===== src/rtl/lsu_pkg.sv =====
// Shared encodings for the load/store unit: access sizes, FSM states and
// the captured request attributes.
package lsu_pkg;

    localparam logic [1:0] SZ_BYTE = 2'b00;
    localparam logic [1:0] SZ_HALF = 2'b01;
    localparam logic [1:0] SZ_WORD = 2'b10;
    localparam logic [1:0] SZ_ILL  = 2'b11;

    localparam logic [2:0] S_IDLE   = 3'd0;
    localparam logic [2:0] S_LD     = 3'd1;
    localparam logic [2:0] S_ST     = 3'd2;
    localparam logic [2:0] S_RMW_RD = 3'd3;
    localparam logic [2:0] S_RMW_WR = 3'd4;
    localparam logic [2:0] S_DONE   = 3'd5;

    typedef struct packed {
        logic [1:0] size;
        logic       sign_ext;
    } req_attr_t;

    function automatic logic size_or_align_bad(input logic [1:0] sz, input logic [1:0] offset);
        case (sz)
            SZ_HALF: return offset[0];
            SZ_WORD: return offset != 2'b00;
            SZ_ILL:  return 1'b1;
            default: return 1'b0;
        endcase
    endfunction

endpackage


===== src/rtl/lsu_lane_align.sv =====
// Combinational lane handling: extracts/extends a load lane from a word and
// merges store data into the old word for sub-word stores.
module lsu_lane_align
    import lsu_pkg::*;
(
    input  logic [31:0] rd_word_i,
    input  logic [31:0] old_word_i,
    input  logic [31:0] new_data_i,
    input  logic [1:0]  offset_i,
    input  logic [1:0]  size_i,
    input  logic        sign_ext_i,
    output logic [31:0] ld_data_o,
    output logic [31:0] st_word_o
);

    logic [7:0]  lane8;
    logic [15:0] lane16;

    always_comb begin
        lane8     = rd_word_i[{offset_i, 3'b000} +: 8];
        lane16    = offset_i[1] ? rd_word_i[31:16] : rd_word_i[15:0];
        ld_data_o = rd_word_i;
        case (size_i)
            SZ_BYTE: ld_data_o = {{24{sign_ext_i & lane8[7]}}, lane8};
            SZ_HALF: ld_data_o = {{16{sign_ext_i & lane16[15]}}, lane16};
            default: ld_data_o = rd_word_i;
        endcase
    end

    always_comb begin
        st_word_o = old_word_i;
        case (size_i)
            SZ_BYTE: st_word_o[{offset_i, 3'b000} +: 8]  = new_data_i[7:0];
            SZ_HALF: st_word_o[{offset_i[1], 4'b0000} +: 16] = new_data_i[15:0];
            default: st_word_o = new_data_i;
        endcase
    end

endmodule


===== src/rtl/load_store_unit.sv =====
// Load/store unit between the MEM stage and a word-addressed data memory.
// Define LSU_BOUNDS_CHECK_EN to reject word indices >= MEM_WORDS as errors.
//
// state  | meaning
// IDLE   | waiting for a request, req_ready high
// LD     | reading the word for a load
// ST     | writing a full word
// RMW_RD | reading the old word for a sub-word store
// RMW_WR | writing the merged word back
// DONE   | one-cycle completion pulse, err valid
module load_store_unit
    import lsu_pkg::*;
#(
    parameter int MEM_WORDS = 10000,
    parameter int ADDR_W    = 32
) (
    input  logic              clk,
    input  logic              reset,
    input  logic              req_valid,
    output logic              req_ready,
    input  logic              MemRead,
    input  logic              MemWrite,
    input  logic [1:0]        size,
    input  logic              sign_ext,
    input  logic [ADDR_W-1:0] Address,
    input  logic [31:0]       StoreData,
    output logic [31:0]       LoadData,
    output logic              done,
    output logic              err,
    output logic              stall,
    output logic [31:0]       dm_addr,
    output logic              dm_read,
    output logic              dm_write,
    output logic [31:0]       dm_wdata,
    input  logic [31:0]       dm_rdata
);

    localparam logic [31:0] MEM_WORDS_L = 32'(MEM_WORDS);

    logic [2:0]        state_q, state_d;
    logic [ADDR_W-1:0] addr_q, addr_d;
    req_attr_t         attr_q, attr_d;
    logic [31:0]       wdata_q, wdata_d;
    logic [31:0]       old_q, old_d;
    logic [31:0]       ldata_q, ldata_d;
    logic              err_q, err_d;

    logic        accept;
    logic        req_err;
    logic        out_of_range;
    logic [31:0] req_idx;
    logic [31:0] ld_ext;
    logic [31:0] st_merged;

    assign req_idx = 32'(Address[ADDR_W-1:2]);

`ifdef LSU_BOUNDS_CHECK_EN
    assign out_of_range = (req_idx >= MEM_WORDS_L);
`else
    logic unused_range_cmp;
    assign unused_range_cmp = (req_idx >= MEM_WORDS_L);
    assign out_of_range     = 1'b0;
`endif

    // Checks are resolved from the live request so errors complete one cycle after accept.
    assign accept  = req_valid && (state_q == S_IDLE) && (MemRead || MemWrite);
    assign req_err = (MemRead && MemWrite) || size_or_align_bad(size, Address[1:0]) || out_of_range;

    lsu_lane_align u_lane_align (
        .rd_word_i  (dm_rdata),
        .old_word_i (old_q),
        .new_data_i (wdata_q),
        .offset_i   (addr_q[1:0]),
        .size_i     (attr_q.size),
        .sign_ext_i (attr_q.sign_ext),
        .ld_data_o  (ld_ext),
        .st_word_o  (st_merged)
    );

    always_comb begin
        state_d = state_q;
        addr_d  = addr_q;
        attr_d  = attr_q;
        wdata_d = wdata_q;
        old_d   = old_q;
        ldata_d = ldata_q;
        err_d   = err_q;
        case (state_q)
            S_IDLE: begin
                if (accept) begin
                    addr_d          = Address;
                    attr_d.size     = size;
                    attr_d.sign_ext = sign_ext;
                    wdata_d         = StoreData;
                    err_d           = req_err;
                    if (req_err)             state_d = S_DONE;
                    else if (MemRead)        state_d = S_LD;
                    else if (size == SZ_WORD) state_d = S_ST;
                    else                     state_d = S_RMW_RD;
                end
            end
            S_LD: begin
                ldata_d = ld_ext;
                state_d = S_DONE;
            end
            S_ST:     state_d = S_DONE;
            S_RMW_RD: begin
                old_d   = dm_rdata;
                state_d = S_RMW_WR;
            end
            S_RMW_WR: state_d = S_DONE;
            S_DONE:   state_d = S_IDLE;
            default:  state_d = S_IDLE;
        endcase
    end

    always_ff @(posedge clk or posedge reset) begin
        if (reset) begin
            state_q <= S_IDLE;
            addr_q  <= '0;
            attr_q  <= '0;
            wdata_q <= '0;
            old_q   <= '0;
            ldata_q <= '0;
            err_q   <= 1'b0;
        end else begin
            state_q <= state_d;
            addr_q  <= addr_d;
            attr_q  <= attr_d;
            wdata_q <= wdata_d;
            old_q   <= old_d;
            ldata_q <= ldata_d;
            err_q   <= err_d;
        end
    end

    // Strobes decode straight from state so an async reset withdraws them at once.
    assign req_ready = (state_q == S_IDLE);
    assign stall     = (state_q != S_IDLE);
    assign done      = (state_q == S_DONE);
    assign err       = done && err_q;
    assign LoadData  = ldata_q;
    assign dm_addr   = 32'(addr_q[ADDR_W-1:2]);
    assign dm_read   = (state_q == S_LD) || (state_q == S_RMW_RD);
    assign dm_write  = (state_q == S_ST) || (state_q == S_RMW_WR);

    always_comb begin
        dm_wdata = '0;
        if (state_q == S_ST)          dm_wdata = wdata_q;
        else if (state_q == S_RMW_WR) dm_wdata = st_merged;
    end

endmodule


===== config.mk =====
export PLATFORM = sky130hd
export DESIGN_NAME = load_store_unit
export DESIGN_NICKNAME = d
export VERILOG_FILES = /design/src/rtl/lsu_pkg.sv /design/src/rtl/lsu_lane_align.sv /design/src/rtl/load_store_unit.sv
export SDC_FILE = /design/constraint.sdc
export NUM_CORES = 1
export LEC_CHECK = 0
export CAP_MARGIN = 25
export CORE_ASPECT_RATIO = 1.4
export CORE_MARGIN = 1.5
export CORE_UTILIZATION = 53
export DETAILED_ROUTE_END_ITERATION = 12
export HOLD_SLACK_MARGIN = 0.02
export PLACE_DENSITY_LB_ADDON = 0.1
export SYNTH_ARGS = -nofsm -noshare
export SYNTH_HDL_FRONTEND = slang
export SYNTH_HIERARCHICAL = 1
export SYNTH_SLANG_ARGS = --single-unit

===== constraint.sdc =====
create_clock -name clk -period 7.1 [get_ports clk]
set_clock_uncertainty 0.1 [all_clocks]
set_input_delay 1.42 -clock clk [delete_from_list [all_inputs] [get_ports clk]]
set_output_delay 1.42 -clock clk [all_outputs]
set_load 0.05 [all_outputs]

==> flow_summary.json <==
{
  "whs_ns": 0.404,
  "cts_max_level": 4,
  "ios": 206,
  "grt_pass1_wl_mm": 34.0,
  "cts-root-buf": "clkbuf_16",
  "layout_common_cells": "clkdlybuf4s50_1 (203), dfrtp_1 (134), mux2_2 (109)",
  "postLayoutCoreUtil_pct": 71.8,
  "dpl.hpwl_mm": 15.8,
  "wirelength_mm": 22.1,
  "synth_cell_types": 50,
  "grt_use_total_pct": 29.3,
  "grt_start_max_net_pins": 53,
  "grt_pass1_vias": 6194,
  "avgSynthCellArea_um2": 11.4,
  "p_leak_nw": 4.23,
  "cts_tree": "built",
  "path_clk_slew_ns": 0.06,
  "viasPerCell": 5.95,
  "crit_path_max_fanout": 19,
  "fmax_mhz": 178,
  "cp_slowest_cell": "dfrtp_1",
  "clock_latency_ns": 0.41,
  "via_count": 6059,
  "cp.required_ns": 5.58,
  "area_growth_pct": 32.0,
  "cts.sink_count": 135,
  "fp.dieH_um": 145,
  "drv_slew": 0,
  "hold_viol_final": 0,
  "synth-xor-area-share_pct": 0.115,
  "ctsResizeCount": 0,
  "setup_viol": 0,
  "cts_buffer_depth": 2,
  "diodes": 0,
  "drcViolationCount": 0,
  "synth_fa_ha_area_share_pct": 0.954,
  "place_inst": 985,
  "start_util_pct": 54.4,
  "synth_top_family_by_area": "multiplexers",
  "overflow": 0,
  "ys_async_sr_fraction_pct": 100,
  "cts-buffers-inserted": 17,
  "end_kind": "primary output",
  "tightest_slew_ns": 0.979,
  "netlist_instances": 669,
  "antenna_found_initial": 0,
  "syn-cell-area_um2": 7600,
  "wl_per_cell_um": 21.7,
  "period_share_pct": 79.3,
  "postCtsSetupRepairBufs": 0,
  "ys_ff_latch": 135,
  "fin_nets": 929,
  "nFillCells": 1013,
  "final_common_cell": "clkdlybuf4s50_1",
  "status": "complete, no violations",
  "setup_ws_ns": 1.47,
  "yosysWarnings": 6,
  "worstPathCellList": "inv_1 > ha_1 > nor3_1 > a222oi_1 > nand2_1 > a22o_1 > clkdlybuf4s50_1",
  "max_stage_delay_ns": 0.85,
  "p_per_area_nw_per_um2": 544,
  "peakVddDrop_uv": 284,
  "io_buffers": 203,
  "worstPathArrival_ns": 4.11,
  "ys_seq_area_share_pct": 44.4,
  "pre_cts_slack_ns": 2.09,
  "drtIter0Drc": 408,
  "start_kind": "flop",
  "cap_violations": 0,
  "antenna_left": 0,
  "finalNonFillerCells": 1018,
  "ctsHoldBuffers": 0,
  "hp-class": "reg2reg",
  "drive_gt1_share_pct": 23.3,
  "relSlewSlack_pct": 34.2,
  "drtPass1Iterations": 5,
  "synth-compound-area-share_pct": 14.3,
  "placementRows": 51,
  "design.core.area_um2": 14000,
  "yosys.area_share.simple_pct": 9.64,
  "synth_flop_cell": "dfrtp_1",
  "tns_ns": 0,
  "rsz0062_at_grt": "false",
  "muxShareOfSynthArea_pct": 23.1,
  "synth-edff-count": 0,
  "worstSetupPathType": "reg2out",
  "fp.dieW_um": 104,
  "gp_congestion": 0.951,
  "dieArea_um2": 15100,
  "timing.final.crit_period_ns": 5.63
}
## where the power goes
group	switching, W	internal [W]	leakage, nW
registers	0.000393	0.00111	1.63
clock network	0.000349	0.000541	0.289
logic	0.00178	0.00129	2.31
total	0.00252	0.00294	4.23
## flip-flops by register name, summed over array words and instances (netlist names)
register and cells:
old_q 32, state_q 3, LoadData 32, err_q 1, addr_q 32, attr_q 3, wdata_q 32
## synthesized netlist by cell type (2+ instances only)
library cell | instances | area, µm²
a222oi_1 | 8 | 80.1
nand4_1 | 2 | 12.5
o21ai_0 | 26 | 130
and3_1 | 2 | 12.5
buf_2 | 21 | 105
nor2_1 | 9 | 33.8
a22o_1 | 49 | 429
nor3b_1 | 3 | 22.5
nand2_1 | 88 | 330
and2_1 | 3 | 18.8
nand3_1 | 3 | 15.0
a221o_1 | 17 | 170
or3_1 | 2 | 12.5
buf_12 | 3 | 60.1
buf_4 | 36 | 270
ha_1 | 5 | 62.6
dfrtp_1 | 135 | 3380
a22oi_1 | 8 | 60.1
inv_1 | 5 | 18.8
mux2_4 | 31 | 465
buf_6 | 2 | 22.5
a221oi_1 | 8 | 70.1
buf_1 | 3 | 11.3
and3b_1 | 2 | 17.5
nand2b_1 | 9 | 56.3
a211oi_1 | 2 | 15.0
mux2_2 | 109 | 1230
a21oi_1 | 19 | 95.1
mux2i_1 | 5 | 50.1
and4_1 | 2 | 17.5
clkbuf_1 | 17 | 63.8
or2_2 | 2 | 12.5
nor3_1 | 3 | 15.0
nor2b_1 | 14 | 87.6
## stage by stage
stage / total power, W / area, µm²
floorplan: 0.00373 / 7610
global placement: 0.00445 / 9400
detailed placement: 0.00454 / 9430
CTS: 0.00545 / 10000
global route: 0.00570 / 10000
finish: 0.00546 / 10000
## per-layer routing
metal / vias to the layer above / track usage [%] / part of all wire, % / routed length (µm)
met4: 0 / 13.9 / 3.9 / 853
met3: 51 / 7.61 / 7.2 / 1600
met2: 300 / 51.4 / 52 / 11400
met1: 2995 / 33.7 / 37 / 8250
met5: - / 0 / 0 / 0
li1: 2713 / - / - / -
## worst max-delay path, delay by kind of cell, from the launching register on
family                   cells  cell delay, ns
flip-flops                   1            0.85
AO/OA/AOI/OAI                2            0.37
buffers and inverters        2            1.25
AND/OR/NAND/NOR              2            0.87
adder cells (fa/ha/maj)      1            0.34
## kinds of logic (layout without fill, tap and decap cells)
group,count (synthesis),count (layout)
compound gates,141,141
xor+xnor,1,1
fa+ha+maj,6,6
buf+inv,88,251
flops,135,135
mux,146,146
other cells,1,2
simple gates,151,151
## cell type report
| class | count | area, µm² | share of cell area (%) |
|---|---|---|---|
| Clock buffer | 20 | 457 | 4.55 |
| Clock inverter | 12 | 140 | 1.40 |
| Inverter | 5 | 21.3 | 0.212 |
| Multi-Input combinational cell | 447 | 3670 | 36.6 |
| Sequential cell | 135 | 3380 | 33.7 |
| Tap cell | 185 | 231 | 2.31 |
| Timing Repair Buffer | 214 | 2130 | 21.3 |
## path summary, 6_finish.rpt
path / end / depth (start not counted) / from / slack, ns
max: dm_wdata[11] / 7 / addr_q[1] / 1.47
min: LoadData[0] / 1 / LoadData[0] / 0.40
max reg2reg: addr_q[1] / 4 / state_q[1] / 4.03
min reg2reg: LoadData[0] / 1 / LoadData[0] / 0.40
max in group asynchronous: attr_q[2] / 3 / reset / 4.51
min in group asynchronous: LoadData[26] / 2 / reset / 1.29
(Power assumes the default switching activity.)
